`config.mk`:
```
export PLATFORM = sky130hd
export DESIGN_NAME = writeback_unit
export DESIGN_NICKNAME = d
export VERILOG_FILES = /design/src/rtl/writeback_unit_pkg.sv /design/src/rtl/writeback_unit_load_align.sv /design/src/rtl/writeback_unit.sv
export SDC_FILE = /design/constraint.sdc
export NUM_CORES = 1
export LEC_CHECK = 0
export ABC_AREA = 1
export CAP_MARGIN = 0
export CORE_ASPECT_RATIO = 0.6
export CORE_UTILIZATION = 41
export CTS_BUF_LIST = sky130_fd_sc_hd__clkbuf_4 sky130_fd_sc_hd__clkbuf_8
export CTS_CLUSTER_DIAMETER = 60
export DETAILED_ROUTE_END_ITERATION = 8
export PLACE_DENSITY = 0.7
export SYNTH_ARGS = -nofsm -noshare
export SYNTH_HDL_FRONTEND = slang
export SYNTH_SLANG_ARGS = --single-unit
```
`constraint.sdc`:
```
create_clock -name clk -period 2.15 [get_ports clk]
set_input_delay 0.3225 -clock clk [delete_from_list [all_inputs] [get_ports clk]]
set_output_delay 0.3225 -clock clk [all_outputs]
set_load 0.05 [all_outputs]
```
`src/rtl/writeback_unit_pkg.sv`:
```
// Shared encodings for the write-back stage.
// The decode and control blocks use the same result-source and load-type constants.
package writeback_unit_pkg;

    localparam int REG_ADDR_W = 5;

    // Result-source select (in_reg_src)
    localparam logic [1:0] SRC_ALU = 2'd0;
    localparam logic [1:0] SRC_MEM = 2'd1;
    localparam logic [1:0] SRC_PC4 = 2'd2;
    localparam logic [1:0] SRC_IMM = 2'd3;

    // Load funct3 codes
    localparam logic [2:0] LT_LB  = 3'b000;
    localparam logic [2:0] LT_LH  = 3'b001;
    localparam logic [2:0] LT_LW  = 3'b010;
    localparam logic [2:0] LT_LBU = 3'b100;
    localparam logic [2:0] LT_LHU = 3'b101;

    typedef enum logic [1:0] {
        ST_IDLE     = 2'd0,
        ST_WAIT_MEM = 2'd1,
        ST_COMMIT   = 2'd2
    } wb_state_t;

endpackage

```
`src/rtl/writeback_unit_load_align.sv`:
```
// Selects the load target byte/halfword from an aligned memory word and extends it.
// Purely combinational; undefined load types fall back to a full-word load.
module load_align
    import writeback_unit_pkg::*;
#(
    parameter int XLEN = 32
) (
    input  logic [XLEN-1:0] word,
    input  logic [1:0]      offset,
    input  logic [2:0]      load_type,
    output logic [XLEN-1:0] value
);

    logic [7:0]  word_bytes [4];
    logic [15:0] word_halves [2];
    logic [7:0]  byte_sel;
    logic [15:0] half_sel;

    genvar gi;
    generate
        for (gi = 0; gi < 4; gi++) begin : g_bytes
            assign word_bytes[gi] = word[8*gi +: 8];
        end
        for (gi = 0; gi < 2; gi++) begin : g_halves
            assign word_halves[gi] = word[16*gi +: 16];
        end
    endgenerate

    // Halfword loads ignore offset[0]; misalignment is the memory stage's concern.
    assign byte_sel = word_bytes[offset];
    assign half_sel = word_halves[offset[1]];

    always_comb begin
        value = word;
        case (load_type)
            LT_LB:   value = {{(XLEN-8){byte_sel[7]}}, byte_sel};
            LT_LBU:  value = {{(XLEN-8){1'b0}}, byte_sel};
            LT_LH:   value = {{(XLEN-16){half_sel[15]}}, half_sel};
            LT_LHU:  value = {{(XLEN-16){1'b0}}, half_sel};
            LT_LW:   value = word;
            default: value = word;
        endcase
    end

endmodule

```
`src/rtl/writeback_unit.sv`:
```
// Write-back stage: result selection, load completion, register-file write port,
// retired-instruction counter and sticky unexpected-response flag.
module writeback_unit
    import writeback_unit_pkg::*;
#(
    parameter int XLEN  = 32,
    parameter int CNT_W = 32
) (
    input  logic                  clk,
    input  logic                  rst_n,
    input  logic                  in_valid,
    output logic                  in_ready,
    input  logic [REG_ADDR_W-1:0] in_rd,
    input  logic                  in_reg_write,
    input  logic [1:0]            in_reg_src,
    input  logic [XLEN-1:0]       in_alu_result,
    input  logic [XLEN-1:0]       in_pc,
    input  logic [XLEN-1:0]       in_imm,
    input  logic                  in_mem_read,
    input  logic [2:0]            in_load_type,
    input  logic                  mem_rsp_valid,
    input  logic [XLEN-1:0]       mem_rsp_data,
    output logic                  reg_write_enable,
    output logic [REG_ADDR_W-1:0] reg_write_addr,
    output logic [XLEN-1:0]       reg_write_data,
    output logic                  busy,
    output logic [CNT_W-1:0]      instret,
    output logic                  rsp_err
);

    wb_state_t state_reg, state_next;

    // Pending-load context captured at acceptance
    logic [REG_ADDR_W-1:0] pend_rd_reg;
    logic                  pend_we_reg;
    logic [1:0]            pend_src_reg;
    logic [2:0]            pend_lt_reg;
    logic [1:0]            pend_off_reg;
    logic [XLEN-1:0]       pend_val_reg;

    logic                  we_reg;
    logic [REG_ADDR_W-1:0] addr_reg;
    logic [XLEN-1:0]       data_reg;
    logic [CNT_W-1:0]      instret_reg;
    logic                  rsp_err_reg;

    logic                  accept;
    logic                  rsp_taken;
    logic                  commit_next;
    logic [XLEN-1:0]       in_value;
    logic [XLEN-1:0]       load_value;
    logic                  commit_we_next;
    logic [REG_ADDR_W-1:0] commit_addr_next;
    logic [XLEN-1:0]       commit_data_next;

    assign in_ready  = rst_n && (state_reg != ST_WAIT_MEM);
    assign busy      = (state_reg == ST_WAIT_MEM);
    assign accept    = in_valid && in_ready;
    assign rsp_taken = (state_reg == ST_WAIT_MEM) && mem_rsp_valid;

    // Non-memory result; a non-load tagged MEM has no data so it writes the ALU value.
    always_comb begin
        in_value = in_alu_result;
        case (in_reg_src)
            SRC_ALU: in_value = in_alu_result;
            SRC_PC4: in_value = in_pc + XLEN'(4);
            SRC_IMM: in_value = in_imm;
            default: in_value = in_alu_result;
        endcase
    end

    load_align #(
        .XLEN(XLEN)
    ) u_load_align (
        .word      (mem_rsp_data),
        .offset    (pend_off_reg),
        .load_type (pend_lt_reg),
        .value     (load_value)
    );

    always_comb begin
        state_next = state_reg;
        case (state_reg)
            ST_IDLE, ST_COMMIT: begin
                if (accept) begin
                    state_next = in_mem_read ? ST_WAIT_MEM : ST_COMMIT;
                end else begin
                    state_next = ST_IDLE;
                end
            end
            ST_WAIT_MEM: begin
                if (mem_rsp_valid) begin
                    state_next = ST_COMMIT;
                end
            end
            default: state_next = ST_IDLE;
        endcase
    end

    // Commit source: a completing load takes priority (no acceptance is possible in WAIT_MEM).
    always_comb begin
        commit_next      = rsp_taken || (accept && !in_mem_read);
        commit_we_next   = in_reg_write && (in_rd != '0);
        commit_addr_next = in_rd;
        commit_data_next = in_value;
        if (rsp_taken) begin
            commit_we_next   = pend_we_reg && (pend_rd_reg != '0);
            commit_addr_next = pend_rd_reg;
            commit_data_next = (pend_src_reg == SRC_MEM) ? load_value : pend_val_reg;
        end
    end

    always_ff @(posedge clk) begin
        if (!rst_n) begin
            state_reg    <= ST_IDLE;
            pend_rd_reg  <= '0;
            pend_we_reg  <= 1'b0;
            pend_src_reg <= SRC_ALU;
            pend_lt_reg  <= LT_LW;
            pend_off_reg <= '0;
            pend_val_reg <= '0;
            we_reg       <= 1'b0;
            addr_reg     <= '0;
            data_reg     <= '0;
            instret_reg  <= '0;
            rsp_err_reg  <= 1'b0;
        end else begin
            state_reg <= state_next;

            if (accept && in_mem_read) begin
                pend_rd_reg  <= in_rd;
                pend_we_reg  <= in_reg_write;
                pend_src_reg <= in_reg_src;
                pend_lt_reg  <= in_load_type;
                pend_off_reg <= in_alu_result[1:0];
                pend_val_reg <= in_value;
            end

            we_reg <= 1'b0;
            if (commit_next) begin
                we_reg      <= commit_we_next;
                addr_reg    <= commit_addr_next;
                data_reg    <= commit_data_next;
                instret_reg <= instret_reg + CNT_W'(1);
            end

            if (mem_rsp_valid && (state_reg != ST_WAIT_MEM)) begin
                rsp_err_reg <= 1'b1;
            end
        end
    end

    assign reg_write_enable = we_reg;
    assign reg_write_addr   = addr_reg;
    assign reg_write_data   = data_reg;
    assign instret          = instret_reg;
    assign rsp_err          = rsp_err_reg;

endmodule

```
==> metrics <==
vias per cell=5.29; Hold Crit Class=register to register; Pwr Total=5.58 mW; post-synthesis sequential area ratio=0.307; kind of critical path=register to primary output; first-pass GRT wire length=47200 µm; core area=18200 µm²; r2r startpoint=instret[0]; die area=19300 µm²; Initial Utilization=0.422; Die X=179 µm; Placement Rows=38; CTS Buffer Depth=2; status=complete, no violations; ratio of final minimum period to clock period=0.968; FF-to-FF setup slack=160 ps; DP Worst Slack=-120 ps; worst reg2reg path depth=10; Startpoint Class=register; vias in the first global route=8485; H-tree depth=4; via count=9451; commonest cells after routing, fill and taps aside=nand2_1, clkdlybuf4s50_1, inv_1; n_diodes=0; clock root buffer=clkbuf_8; Tightest Pin Transition=619 ps; Crit. End Element=primary output; final setup fails=0; CP Buf/Inv Count=1; Critical Path AT=1760 ps; Ports=217; final RePlAce weighted congestion=1.02; global route overflow=0; hpwl dp=24100 µm; Worst-Skew Late Latency=440 ps; clock sink count=118; Netlist Area Pre-Place=7690 µm²; Worst Slack Setup Final=69.2 ps; crit-path max FO=6; commonest non-fill, non-tap cell in the layout=nand2_1; final net count=1680; number of synthesized flops with an enable pin=0; Overall Global Routing Usage=0.322; critical path data required time=1830 ps; Mapped Cells=1284; Post-Syn Nets=1430; Pins Over Slew Limit=0; DRC viols=0; overall die height=108 µm; Detailed Route WL=30900 µm; Synth cell types=39; Main synth FF type=dfxtp_1; Peak Freq=0.481 GHz; Clock Skews=19.3 ps; slowest CP cell=clkdlybuf4s50_1; P_leak=4.56 nW; ys async rst share=0; fraction of layout cells with a size suffix above 1=0.0905; FF-to-FF End=instret[14]; synth-to-layout area growth=42.5%; worst setup path endpoint=instret[0]; buffers added on ports=216; unrepaired setup endpoints after global routing=false; CP delay by family, top=buffers and inverters; worst hold margin=459 ps; Reg clk slew, reported paths=80 ps; CP startpoint=instret[0]; TritonCTS clock tree=built; largest net degree at the start of global routing=68; area share of the largest cell type after synthesis=0.307; Wirelength per Cell=17.3 µm; #FFs+latches synth=118; cts hold-fix bufs=0; Synthesis Warnings=0; Period minus WS final=2080 ps; critical path depth in cells=1; top cells by area, synth=dfxtp_1, nand2_1, a21oi_1, inv_1, nand3_1; total CTS buffers=17; cell taking the most area after synthesis=dfxtp_1; final antenna-violating net count=0; syn avg cell area=5.99 µm²; First DRT Iteration DRCs=1228; Pre-Repair DR Iteration Count=5; PwrDens=510 nW/µm²; initial antenna violation count=1; CP cell instances=clkdlybuf4s50_1; peak per-stage delay on the critical path=860 ps; Fin. Hold Viols=0; Max-Cap Viols=0; max_slew headroom=0.586; VDD IR-drop max=378 µV
how the worst min path moves through the flow:
stage                                  from           endpoint  slack (ps)  cells past startpoint
final                       pend_val_reg[3]    pend_val_reg[3]         460                      2
after global routing      reg_write_data[8]  reg_write_data[8]         480                      2
after CTS                   pend_val_reg[3]    pend_val_reg[3]         460                      2
after detailed placement  reg_write_data[2]  reg_write_data[2]         440                      2
after global placement      pend_val_reg[3]    pend_val_reg[3]         440                      2
after floorplan             pend_val_reg[3]    pend_val_reg[3]         420                      2
where the power goes:
part	switching, mW	internal, mW	total [mW]
clock network	1.02	0.988	2.01
registers	0.0483	2.26	2.31
logic	0.708	0.557	1.27
total	1.78	3.81	5.58
metrics by stage:
stage	cell area [µm²]	utilization	std cells	TNS [ps]
after floorplan	7690	-	1284	0
after global placement	10600	0.580	1755	-217
after detailed placement	10600	0.580	1755	-556
after CTS	10900	0.601	1787	0
after global routing	11000	0.601	1787	0
final	11000	0.601	1787	0
cell type report:
type	count	area, µm²
fill	1775	7260
multi-input combinational	949	4470
timing repair buffer	286	2820
sequential	118	2360
inverter	162	611
tap	240	300
clock buffer	19	262
clock inverter	13	124
logic make-up after synthesis:
| kind of cell | Yosys count | share of synthesized area |
|---|---|---|
| buffers and inverters | 217 | 0.112 |
| adders and majority gates | 2 | 0.00326 |
| AOI/OAI and AO/OA | 265 | 0.199 |
| DFF | 118 | 0.307 |
| and+or+nand+nor | 672 | 0.366 |
| muxes | 1 | 0.00146 |
| xor gates and xnor gates | 9 | 0.0103 |
cell usage after synthesis (all sizes together), types with 2 or more instances:
master    n
nor3b     2
inv     162
or2       3
dfxtp   118
nor2    130
a21oi   123
nand3b    6
nand2   406
nor3     11
buf      28
a22o     22
clkbuf   27
o21bai    7
xor2      7
nand4    21
ha        2
a31oi     4
o211ai   14
xnor2     2
a22oi     4
a21boi   13
nand3    92
o21ai    75
metal layers:
layer | share of wire | vias to the layer above | GRT usage | wire (µm)
met2 | 0.37 | 500 | 0.407 | 11400
li1 | - | 4654 | - | -
met4 | 0.0088 | 2 | 0.0654 | 272
met1 | 0.50 | 4273 | 0.510 | 15300
met5 | 0.00042 | - | 0 | 13
met3 | 0.12 | 22 | 0.100 | 3850
what timing repair did:
| action | in CTS | in global routing |
|---|---|---|
| buffers inserted | 0 | 0 |
| endpoints found under the setup margin | 1 | 1 |
| gates cloned | 0 | 0 |
| resized for setup | 1 | 1 |
| endpoints found under the hold margin | 0 | 0 |
Power figures use the tool's default switching activity.
